<file path="src/rtl/bal_pkg.sv">
// Shared types, constants and saturation helpers
// for the second-generation balance controller.
package bal_pkg;

    typedef enum logic [1:0] {
        OFF        = 2'd0,
        SOFT_START = 2'd1,
        RUN        = 2'd2,
        DECAY      = 2'd3
    } state_t;

    localparam int POT_MIN = 'h200;
    localparam int POT_MAX = 'hE00;
    localparam int POT_MID = 'h7FF;
    localparam int STEER_MUL = 3;
    localparam int STEER_SHIFT = 4;

    localparam int P_GAIN = 5;
    localparam int I_SHIFT = 6;
    localparam int D_SHIFT = 6;

    localparam int ERR_MIN = -512;
    localparam int ERR_MAX = 511;
    localparam int D_MIN = -2048;
    localparam int D_MAX = 2047;

    localparam int SS_SHIFT = 8;

    function automatic int clamp(
        input int v,
        input int lo,
        input int hi
    );
        if (v < lo) return lo;
        if (v > hi) return hi;
        return v;
    endfunction

    // Saturate to the range of a w-bit two's complement value.
    function automatic int sat(
        input int v,
        input int w
    );
        int hi;
        hi = (1 <<< (w - 1)) - 1;
        return clamp(v, -hi - 1, hi);
    endfunction

endpackage

</file>
<file path="src/rtl/bal_slew.sv">
// Per-wheel slew limiter: on each vld the output
// moves toward tgt by at most SLEW_MAX.
module bal_slew
    import bal_pkg::*;
#(
    parameter int SW       = 12,
    parameter int SLEW_MAX = 64
) (
    input  logic                 clk,
    input  logic                 clr,
    input  logic                 vld,
    input  logic signed [SW-1:0] tgt,
    output logic signed [SW-1:0] out
);

    int                 diff;
    logic signed [SW-1:0] nxt;

    always_comb begin
        diff = int'(tgt) - int'(out);
        nxt  = tgt;
        if (diff > SLEW_MAX)
            nxt = out + SW'(SLEW_MAX);
        else if (diff < -SLEW_MAX)
            nxt = out - SW'(SLEW_MAX);
    end

    always_ff @(posedge clk) begin
        if (clr)
            out <= '0;
        else if (vld)
            out <= nxt;
    end

endmodule

</file>
<file path="src/rtl/balance_cntrl_gen2.sv">
// Balance controller: PID pitch loop, soft start, steering
// mix, slew limiting and overspeed detect under one FSM.
module balance_cntrl_gen2
    import bal_pkg::*;
#(
    parameter int FAST_SIM     = 1,
    parameter int PW           = 16,
    parameter int SW           = 12,
    parameter int IW           = 18,
    parameter int SLEW_MAX     = 64,
    parameter int TOO_FAST_ON  = 1536,
    parameter int TOO_FAST_OFF = 1400
) (
    input  logic                 clk,
    input  logic                 rst,
    input  logic                 vld,
    input  logic                 pwr_up,
    input  logic                 rider_off,
    input  logic                 en_steer,
    input  logic signed [PW-1:0] ptch,
    input  logic signed [PW-1:0] ptch_rt,
    input  logic        [11:0]   steer_pot,
    output logic signed [SW-1:0] lft_spd,
    output logic signed [SW-1:0] rght_spd,
    output logic                 too_fast,
    output logic        [1:0]    state
);

    state_t               fsm;
    logic signed [IW-1:0] integ;
    logic        [7:0]    ss_tmr;
    logic        [7:0]    ss_nxt;
    logic        [7:0]    pre;
    logic                 ss_tick;
    logic                 clr;
    logic                 step;
    logic                 tf_set;
    logic                 tf_clr;
    logic signed [SW-1:0] tgt_l;
    logic signed [SW-1:0] tgt_r;

    int err;
    int d_term;
    int pid;
    int pid_ss;
    int steer;
    int tl;
    int tr;
    int integ_nxt;
    int abs_l;
    int abs_r;

    assign state = fsm;

    // Power loss and reset both force the wheels to zero.
    assign clr  = rst || !pwr_up;
    assign step = vld && (fsm != OFF);

    assign ss_tick = (FAST_SIM != 0) || (pre == 8'hFF);
    assign ss_nxt  = (ss_tick && ss_tmr != 8'hFF)
                   ? ss_tmr + 8'd1 : ss_tmr;

    always_comb begin
        err    = clamp(int'(ptch), ERR_MIN, ERR_MAX);
        d_term = clamp(-(int'(ptch_rt) >>> D_SHIFT),
                       D_MIN, D_MAX);
        pid    = sat(err * P_GAIN
                     + (int'(integ) >>> I_SHIFT)
                     + d_term, SW);
        pid_ss = (pid * int'(ss_tmr)) >>> SS_SHIFT;
        steer  = ((clamp(int'(steer_pot), POT_MIN, POT_MAX)
                   - POT_MID) * STEER_MUL) >>> STEER_SHIFT;
        tl = pid_ss;
        tr = pid_ss;
        if (en_steer) begin
            tl = sat(pid_ss + steer, SW);
            tr = sat(pid_ss - steer, SW);
        end
        if (fsm == DECAY) begin
            tl = 0;
            tr = 0;
        end
        integ_nxt = sat(int'(integ) + err, IW);
    end

    assign tgt_l = SW'(tl);
    assign tgt_r = SW'(tr);

    always_comb begin
        abs_l  = (lft_spd < 0) ? -int'(lft_spd) : int'(lft_spd);
        abs_r  = (rght_spd < 0) ? -int'(rght_spd) : int'(rght_spd);
        tf_set = (abs_l > TOO_FAST_ON) || (abs_r > TOO_FAST_ON);
        tf_clr = (abs_l < TOO_FAST_OFF) && (abs_r < TOO_FAST_OFF);
    end

    always_ff @(posedge clk) begin
        if (rst || !pwr_up) begin
            fsm      <= OFF;
            integ    <= '0;
            ss_tmr   <= '0;
            pre      <= '0;
            too_fast <= 1'b0;
        end else begin
            if (tf_set)
                too_fast <= 1'b1;
            else if (tf_clr)
                too_fast <= 1'b0;

            unique case (fsm)
                OFF: begin
                    if (!rider_off) begin
                        fsm    <= SOFT_START;
                        ss_tmr <= '0;
                        pre    <= '0;
                    end
                end
                SOFT_START, RUN: begin
                    if (vld)
                        integ <= IW'(integ_nxt);
                    if (fsm == SOFT_START) begin
                        ss_tmr <= ss_nxt;
                        pre    <= pre + 8'd1;
                    end
                    // The slew step this edge still uses the old target.
                    if (rider_off) begin
                        fsm   <= DECAY;
                        integ <= '0;
                    end else if (fsm == SOFT_START
                                 && ss_nxt == 8'hFF) begin
                        fsm <= RUN;
                    end
                end
                DECAY: begin
                    if (!rider_off && lft_spd == '0
                        && rght_spd == '0) begin
                        fsm    <= SOFT_START;
                        ss_tmr <= '0;
                        pre    <= '0;
                    end
                end
            endcase
        end
    end

    bal_slew #(
        .SW       (SW),
        .SLEW_MAX (SLEW_MAX)
    ) u_slew_l (
        .clk (clk),
        .clr (clr),
        .vld (step),
        .tgt (tgt_l),
        .out (lft_spd)
    );

    bal_slew #(
        .SW       (SW),
        .SLEW_MAX (SLEW_MAX)
    ) u_slew_r (
        .clk (clk),
        .clr (clr),
        .vld (step),
        .tgt (tgt_r),
        .out (rght_spd)
    );

endmodule

</file>
<file path="config.mk">
export PLATFORM = sky130hd
export DESIGN_NAME = balance_cntrl_gen2
export DESIGN_NICKNAME = d
export VERILOG_FILES = /design/src/rtl/bal_pkg.sv /design/src/rtl/bal_slew.sv /design/src/rtl/balance_cntrl_gen2.sv
export SDC_FILE = /design/constraint.sdc
export NUM_CORES = 1
export LEC_CHECK = 0
export ABC_CLOCK_PERIOD_IN_PS = 32299
export BUFFER_PORTS_ARGS = -buffer_cell sky130_fd_sc_hd__buf_2
export CAP_MARGIN = 25
export CORE_AREA = 8 8 217 219
export DETAILED_ROUTE_END_ITERATION = 8
export DIE_AREA = 0 0 225 227
export PLACE_DENSITY = 0.66
export SETUP_SLACK_MARGIN = 0.4
export SLEW_MARGIN = 20
export SYNTH_ARGS = -nofsm -noshare
export SYNTH_HDL_FRONTEND = slang
export SYNTH_SLANG_ARGS = --single-unit
</file>
<file path="constraint.sdc">
create_clock -name clk -period 32.3 [get_ports clk]
set_input_delay 6.46 -clock clk [delete_from_list [all_inputs] [get_ports clk]]
set_output_delay 6.46 -clock clk [all_outputs]
set_load 0.01 [all_outputs]
</file>
Word-level counts from Yosys, hierarchy flattened
Index checks and enable logic that the tools add are counted.
Cells by class
  add/sub/neg operators: 16
  multiplexer cells: 77
  order comparisons: 24
  equal/unequal tests: 9
  multiply operators: 3
  reductions and logical operators: 19
Operator list (count)
  $mux 32: 17
  $mux 12: 16
  $gt 32x12->1 const B: 4
  $lt 32x12->1 const B: 4
  $mux 18: 6
  $gt 32x8->1 const B: 2
  $lt 32x7->1 const B: 2
  $neg 12->32: 2
  $gt 29x12->1 const B: 2
  $lt 29x12->1 const B: 2
  $add 18x32->32: 1
  $add 32x12->32: 1
  $add 32x32->32: 1
  $gt 32x18->1 const B: 1
  $lt 32x18->1 const B: 1
  $mul 32x3->32 const B: 1
  $mul 32x4->32 const B: 1
  $mul 32x9->32: 1
  $mux 8: 4
  $neg 10->32: 1
  $sub 32x12->32 const B: 1
  $add 24x28->29: 1
  $sub 24x28->29: 1
  $mux 1: 27
  29 further kinds: 48
Word-level totals
  logic and storage cells: 154
  output and inout bits: 27
  bits of input ports: 50
  register bits: 53

Depth between registers and ports, before layout
Gate-level depths: netlist of run 1.
  depth in word-level cells: 28
  gate-level depth with buffers: 87
  depth with buffers taken out: 82

By module
From an unflattened synthesis of run 1, not the netlist that was laid out.
Unflattened totals
  cell total of the unflattened synthesis: 2994
  area, all modules: 22589.2 um^2
Modules (own cells, without submodules)
  balance_cntrl_gen2: area an instance 19508.7 um^2, times used 1, cells an instance 2594, seq. area each 580.6 um^2
  bal_slew: area an instance 1540.2 um^2, times used 2, cells an instance 200, seq. area each 240.2 um^2

Worst setup path before layout of run 1
Ideal clock, no wire load.
  path kind: input-to-reg
  start: input port ptch_rt[10]
  end: register u_slew_l.out[0]
  path buffers: 4
  arrival time: 24.682 ns
  library setup time: 0.070 ns
  setup slack: 7.547 ns
  cell stages on the path: 75
  required time: 32.230 ns
  path through: nor4_1 > nand2_1 > nor4_1 > nand2_1 > ha_1 > nor4bb_1 > nand3_1 > o41ai_1 > clkbuf_1 > o21ai_0 > fa_1 > inv_1 > ha_1 > fa_1 > fa_1 > a211oi_1 > o21a_1 > o21bai_1 > (+39 left out) > a21oi_1 > a211oi_1 > ha_1 > nor2b_1 > o21ai_0 > a21boi_0 > o21ai_0 > a21boi_0 > o21a_1 > or3_1 > a221oi_1 > o211ai_1 > o211a_1 > clkbuf_1 > nor2_1 > nand2_1 > or3_1 > a21oi_1
On the way
  longest elaborated chain between the ends: 26
  elaborated cells between the ends (all ways): 40
  classes of those cells: add/sub (4); mul (1); order compare (8); mux (27)
RTL lines
  start: declaration: RTL line balance_cntrl_gen2.sv:21  | input logic signed [PW-1:0] ptch_rt,
  $neg 10->32 (*): RTL line balance_cntrl_gen2.sv:65  | d_term = clamp(-(int'(ptch_rt) >>> D_SHIFT),
  $gt 32x12->1 / $lt 32x12->1 (equally long branches): RTL line bal_pkg.sv:35, bal_pkg.sv:34
  $mux 1 / $mux 32 (equally long branches): RTL line bal_pkg.sv:35, bal_pkg.sv:34
  $mux 1 / $mux 32 (equally long branches): RTL line bal_pkg.sv:35  | if (v > hi) return hi;
  $mux 32: RTL line bal_pkg.sv:36  | return v;
  $mux 32 (*): RTL line bal_pkg.sv:35
  $add 32x32->32 (*): RTL line balance_cntrl_gen2.sv:69  | + d_term, SW);
  $gt 32x12->1 / $lt 32x12->1 (equally long branches): RTL line bal_pkg.sv:35, bal_pkg.sv:34
  (+10 left out)
  $mux 12: RTL line bal_pkg.sv:36
  $mux 12: RTL line bal_pkg.sv:35
  $mux 12 (*): RTL line balance_cntrl_gen2.sv:75  | if (en_steer) begin
  $mux 12 (*): RTL line balance_cntrl_gen2.sv:79  | if (fsm == DECAY) begin
  $sub 12x12->13: RTL line bal_slew.sv:20  | diff = int'(tgt) - int'(out);
  $lt 32x7->1: RTL line bal_slew.sv:24  | else if (diff < -SLEW_MAX)
  $mux 12: RTL line bal_slew.sv:24
  $mux 12 (*): RTL line bal_slew.sv:22  | if (diff > SLEW_MAX)
  end signal: assignment: RTL line bal_slew.sv:32  | out <= nxt;
  end: declaration: RTL line bal_slew.sv:13  | output logic signed [SW-1:0] out
Every way passes the cells marked *; elsewhere a longest branch is shown, timed or not. The select of a mux whose other input is x is not followed.
A chain may end at the register's enable or synchronous reset.

Final worst setup path of run 1
  start: input port ptch_rt[10]
  end: register u_slew_l.out[5]
The elaborated chain is that of the path after synthesis.

==> results of run 1 <==
[synthesized netlist by cell type, drive strengths merged, types with 8 or more instances]
master	instances	area (µm²)
nor4	18	112.6
and2	66	412.9
ha	288	3603
or2	13	81.33
xnor2	144	1261
nor3	65	325.3
o21a	26	195.2
and3	13	81.33
nor2b	41	256.5
nand2	211	792.0
and4	9	78.83
or4	9	71.32
nand2b	30	187.7
o21ai	139	695.7
xor2	53	464.2
dfxtp	53	1061
a21oi	200	1008
o22ai	10	62.56
a211oi	30	230.2
fa	218	4364
o41ai	11	96.34
o21bai	43	326.6
a21o	62	465.5
inv	509	1911
o211ai	19	142.6
nand4	21	131.4
a311oi	8	70.07
nand3	70	350.3
o31ai	17	137.6
or3	16	100.1
clkbuf	112	420.4
nor2	195	732.0
a21boi	9	67.56
a31oi	28	190.2
[registers in the layout (all words and copies together) (netlist names)]
signal,flops
integ,18
ss_tmr,8
state,2
too_fast,1
u_slew_l.out,12
u_slew_r.out,12
[worst min path at each step]
stage / start / to / slack, ps / cells after the start
floorplan: integ[0] / integ[0] / 440 / 2
global placement: integ[0] / integ[0] / 440 / 2
detailed placement: integ[0] / integ[0] / 450 / 2
CTS: integ[0] / integ[0] / 460 / 2
global route: integ[0] / integ[0] / 480 / 2
finish: integ[0] / integ[0] / 460 / 2
[report_power, final]
group          internal, mW  switching, mW  total (mW)
sequential           0.0661        0.00186      0.0680
clock                0.0389         0.0267      0.0656
combinational         0.215          0.382       0.597
total                 0.320          0.410       0.730
[worst reg2reg max path, delay by kind of cell (launching register included)]
family / cells / cell delay (ps)
adders and majority gates: 11 / 4710
buffers and inverters: 10 / 1930
xor gates and xnor gates: 4 / 600
DFF: 1 / 310
AOI/OAI and AO/OA: 28 / 7760
and+or+nand+nor: 14 / 3860
[metal layers]
layer	vias up	share of wire
met1	9450	0.46
li1	9560	-
met2	412	0.49
met3	58	0.036
met5	-	0
met4	0	0.017
[through the flow]
stage	utilization	instances	area [µm²]	setup WS (ps)
after floorplan	-	2872	21590	7547
after global placement	0.5127	3434	22380	4811
after detailed placement	0.5127	3434	22380	4362
after CTS	0.5166	3442	22550	4537
after global routing	0.5177	3446	22590	3196
final	0.5177	3446	22590	4759
[cell families after synthesis]
group           Yosys count  synth area share
buf+inv                 626            0.1093
compound gates          683            0.2076
xor+xnor                197           0.07993
mux                      11          0.005332
fa+ha+maj               506            0.3691
flops                    53           0.04915
simple gates            796            0.1796
[cell type report]
type	instances	share of cell area
Tap cell	592	0.03279
Clock inverter	1	0.001329
Multi-Input combinational cell	2193	0.8054
Inverter	510	0.08473
Timing Repair Buffer	90	0.02248
Sequential cell	53	0.04696
Clock buffer	7	0.006313
==> out/results.tsv, run 1 <==
metric	value	unit
status	finished clean	
Fin Setup TNS	0	ps
post-synthesis register bit count	53	
I/O Pins	77	
DR vias	19480	
post-DP HPWL	45.35	mm
FF+latch area	1061	µm²
VDD IR-drop max	0.03793	mV
Min Hold Slack	458.9	ps
met1 GRT Util	0.2839	
Setup Viol. Count Final	0	
max-cap viol count	0	
Reg2Reg Depth	67	
WS Path Type	in2reg	
Synth Flop Type	dfxtp_1	
clk_skew	3.133	ps
GR Util All Layers	0.2153	
worst setup path startpoint	ptch_rt[10]	
largest net degree at the start of global routing	90	
Fin. Hold Viols	0	
layout cells sized above 1	0.05011	
cell depth of the worst setup path	76	
Diodes inserted	0	
H-tree depth	2	
syn nets	3428	
deepest clock path buffer count	2	
TritonCTS Buffers	5	
total gr overflow	0	
Net count, final	3409	
first-pass detailed-route iteration total	6	
Hold Crit Class	reg2reg	
post-DR wirelength/cell	15.99	µm
commonest non-fill, non-tap cell in the layout	inv_1	
final period utilization	0.8527	
R2R Setup Slk	13030	ps
met3 Usage GRT	0.01314	
Synth Area per Inst	7.516	µm²
Resize count post-CTS	0	
buffers plus inverters on the worst setup path	10	
clock-pin transition on the worst setup and hold timing paths	70	ps
Routed Antenna Nets	0	
Core Footprint	43640	µm²
synthesized cell area	21590	µm²
critical path endpoint	u_slew_l.out[5]	
filler cell count	4315	
Row Count	77	
first-pass GRT wire length	93.61	mm
EDFF count, synth	0	
Syn. warnings	0	
CP top delay family	compound AO/OA/AOI/OAI gates	
die area	51080	µm²
Die Y	227	µm
# Post-CTS Setup Buffers	0	
Worst EP arrival	27730	ps
Async SR Flop Fraction	0	
port buffer count	70	
final WL	55.09	mm
commonest non-fill, non-tap cells in the layout	inv_1, ha_1, fa_1	
Top Usage Layer GRT	met2	
CTS Hold Buffers Added	0	
clock sinks	53	
critical path's slowest cell	nor4_1	
Final min period	27540	ps
CP Launch Type	input pin	
Crit Reg-Reg Endpoint	u_slew_l.out[5]	
routability cong.	0.9141	
Cells after Synth	2872	
TritonCTS clock tree	done	
DR iter-0 viols	1257	
starting density of the core	0.4946	
Rel. slew slack	0.3680	
crit-path max FO	89	
via count of the first global-routing pass	19523	
post-synth cell types	88	
Worst R2R Start	integ[17]	
crit end category	flop	
Multi-input gate area	18200	µm²
total power draw	0.7301	mW
Area growth syn-to-layout	4.660	%
final number of max-transition violations	0	
DRC violations left	0	
RSZ-0062 raised after global routing	no	
clk_lat worst skew	300	ps
actual slew at the worst max-slew pin	939.4	ps
antenna violations before repair	0	
sequential fraction of the synthesis area	0.04915	
Die W	225	µm
Vias/cell	5.653	
met2 GRT Util	0.3855	
FMAX	36.31	MHz
Leak Pwr	11.68	nW
Crit path largest cell delay	730	ps
Worst Path Required	32490	ps
Power Dens Cells	32.32	nW/µm²
Root Buffer	clkbuf_16	
Note: power is estimated with default switching activity, not from simulation.
==> run 2, diff against run 1 <==
--- a/config.mk
+++ b/config.mk
@@ -6,7 +6,7 @@
 export NUM_CORES = 1
 export LEC_CHECK = 0
 export ABC_CLOCK_PERIOD_IN_PS = 32299
-export BUFFER_PORTS_ARGS = -buffer_cell sky130_fd_sc_hd__buf_2
+export BUFFER_PORTS_ARGS = -buffer_cell sky130_fd_sc_hd__buf_4
 export CAP_MARGIN = 25
 export CORE_AREA = 8 8 217 219
 export DETAILED_ROUTE_END_ITERATION = 8
==> run 2 against run 1 <==
Net effect:
- global-route usage up 0.20 points
- highest routed layer unchanged
- worst setup slack better by 8.1 ps
- critical path depth down 1
- first-iteration DRC count down 2.3%
- count of clock-buffer cells in the layout down 2
- hold slack better by 6.2 ps
- via count down 0.30%
==> out/results.tsv, run 2 (synthesis results as in run 1) <==
metric	value	unit	change
status	finished clean		
post-DP HPWL	45.20	mm	-0.34%
max-cap viol count	0		unchanged
Vias/cell	5.637		-0.27%
Pint	0.3119	mW	-2.5%
post-route cell area	22740	µm²	+0.63%
Fin Setup TNS	0	ps	unchanged
Die W	225	µm	unchanged
FMAX	36.32	MHz	about the same
clk_skew	15.19	ps	+12.05 ps
Area growth syn-to-layout	5.321	%	
port buffer count	70		unchanged
first-pass GRT wire length	94.14	mm	+0.56%
Resize count post-CTS	0		unchanged
Worst Slack Setup Final	4767	ps	+8.090 ps
sw power	0.4115	mW	+0.35%
via count of the first global-routing pass	19492		-0.16%
Place WS	4506	ps	+144.4 ps
total power draw	0.7234	mW	-0.91%
commonest non-fill, non-tap cell in the layout	inv_1		
Biggest register	integ		
Net count, final	3408		-0.029%
Final min period	27530	ps	-8.090 ps
Leak Pwr	11.70	nW	+0.18%
Root Buffer	clkbuf_16		
GR Util All Layers	0.2173		+0.002005
deepest clock path buffer count	2		unchanged
DP Area	22560	µm²	+0.81%
Die Y	227	µm	unchanged
I/O Pins	77		unchanged
actual slew at the worst max-slew pin	1056	ps	+116.8 ps
Diodes inserted	0		unchanged
commonest non-fill, non-tap cells in the layout	inv_1, ha_1, fa_1		
DR vias	19421		-0.30%
Fin. Hold Viols	0		unchanged
post-DR wirelength/cell	15.97	µm	-0.12%
Crit path largest cell delay	750	ps	+20 ps
Rel. slew slack	0.2944		-0.07356
RSZ-0062 raised after global routing	no		
critical path's slowest cell	nor4_1		
final period utilization	0.8524		about the same
crit end category	flop		
Routed Antenna Nets	0		unchanged
TritonCTS clock tree	done		
CTS Hold Buffers Added	0		unchanged
Setup Viol. Count Final	0		unchanged
die area	51080	µm²	unchanged
H-tree depth	2		unchanged
final cell count without fillers	3445		-0.029%
DRC violations left	0		unchanged
starting density of the core	0.4946		unchanged
DR iter-0 viols	1228		-2.3%
layout cells sized above 1	0.04977		-0.0003329
switching share of total power	0.5689		+0.007150
clk_lat worst skew	320	ps	+20 ps
first-pass detailed-route iteration total	5		-1
total gr overflow	0		unchanged
routability cong.	0.9039		-1.1%
CP top delay family	compound AO/OA/AOI/OAI gates		
crit-path max FO	17		-81%
clock-pin transition on the worst setup and hold timing paths	90	ps	+20 ps
Row Count	77		unchanged
Combinational Power Share	0.824		+0.007
clock share of power	0.082		-0.008
TritonCTS Buffers	5		unchanged
Worst Path Required	32510	ps	+20 ps
Core Footprint	43640	µm²	unchanged
final number of max-transition violations	0		unchanged
largest registers	integ: 18 flops, u_slew_l.out: 12 flops, u_slew_r.out: 12 flops		
Hold Crit Class	reg2reg		
Sequential Power Share	0.094		about the same
buffers plus inverters on the worst setup path	9		-1
# Post-CTS Setup Buffers	0		unchanged
VDD IR-drop max	0.03442	mV	-9.3%
WS Path Type	in2reg		
dpl cells	3435		+0.029%
largest net degree at the start of global routing	90		unchanged
max FFs per register	18		unchanged
Worst EP arrival	27750	ps	+20 ps
antenna violations before repair	0		unchanged
clock sinks	53		unchanged
final WL	55.01	mm	-0.15%
CP Launch Type	input pin		
Power Dens Cells	31.82	nW/µm²	-1.5%
==> run 2: path summary, 6_finish.rpt <==
kind	depth (start not counted)	slack, ps	start	to
setup / recovery	75	4770	ptch_rt[10]	u_slew_l.out[2]
hold / removal	2	470	integ[0]	integ[0]
setup reg to reg	66	13000	integ[17]	u_slew_l.out[2]
hold reg to reg	2	470	integ[0]	integ[0]
==> run 2: routing by layer <==
| layer | GRT usage | routed length [µm] |
|---|---|---|
| met1 | 0.2882 | 25360 |
| met2 | 0.3863 | 26620 |
| met3 | 0.01391 | 1976 |
| met4 | 0.04579 | 1046 |
| met5 | 0 | 0 |
==> run 2: per-stage QoR <==
| step | hold slack (ps) | util |
|---|---|---|
| 5_1_grt | 476.9 | 0.5209 |
| 3_5_place_dp | 454.5 | 0.5168 |
| 4_1_cts | 466.8 | 0.5203 |
| 3_3_place_gp | 443.1 | 0.5167 |
| 6_report | 465.1 | 0.5209 |
| 2_1_floorplan | 436.2 | - |
==> run 2: power by group through the flow <==
| stage | clock [mW] | combinational, mW | sequential [mW] |
|---|---|---|---|
| 2_1_floorplan | 0 | 0.455 | 0.0686 |
| 3_3_place_gp | 0 | 0.576 | 0.0695 |
| 3_5_place_dp | 0 | 0.589 | 0.0696 |
| 4_1_cts | 0.0608 | 0.592 | 0.0680 |
| 5_1_grt | 0.0628 | 0.669 | 0.0682 |
| 6_report | 0.0592 | 0.596 | 0.0681 |
==> run 2: area by class of cell <==
cell class	count	area, µm²
fillers	4286	20910
well taps	592	740.7
clock inverters	3	25.02
clock buffers	5	125.1
flip-flops and latches	53	1061
multi-input cells	2193	18200
repair buffers	89	673.1
inverters	510	1914
==> run 2: tightest hold or removal path, cell delays in order (launching register included) <==
cell and delay, ps:
dfxtp_1 320, nand2_1 50, a21oi_1 50
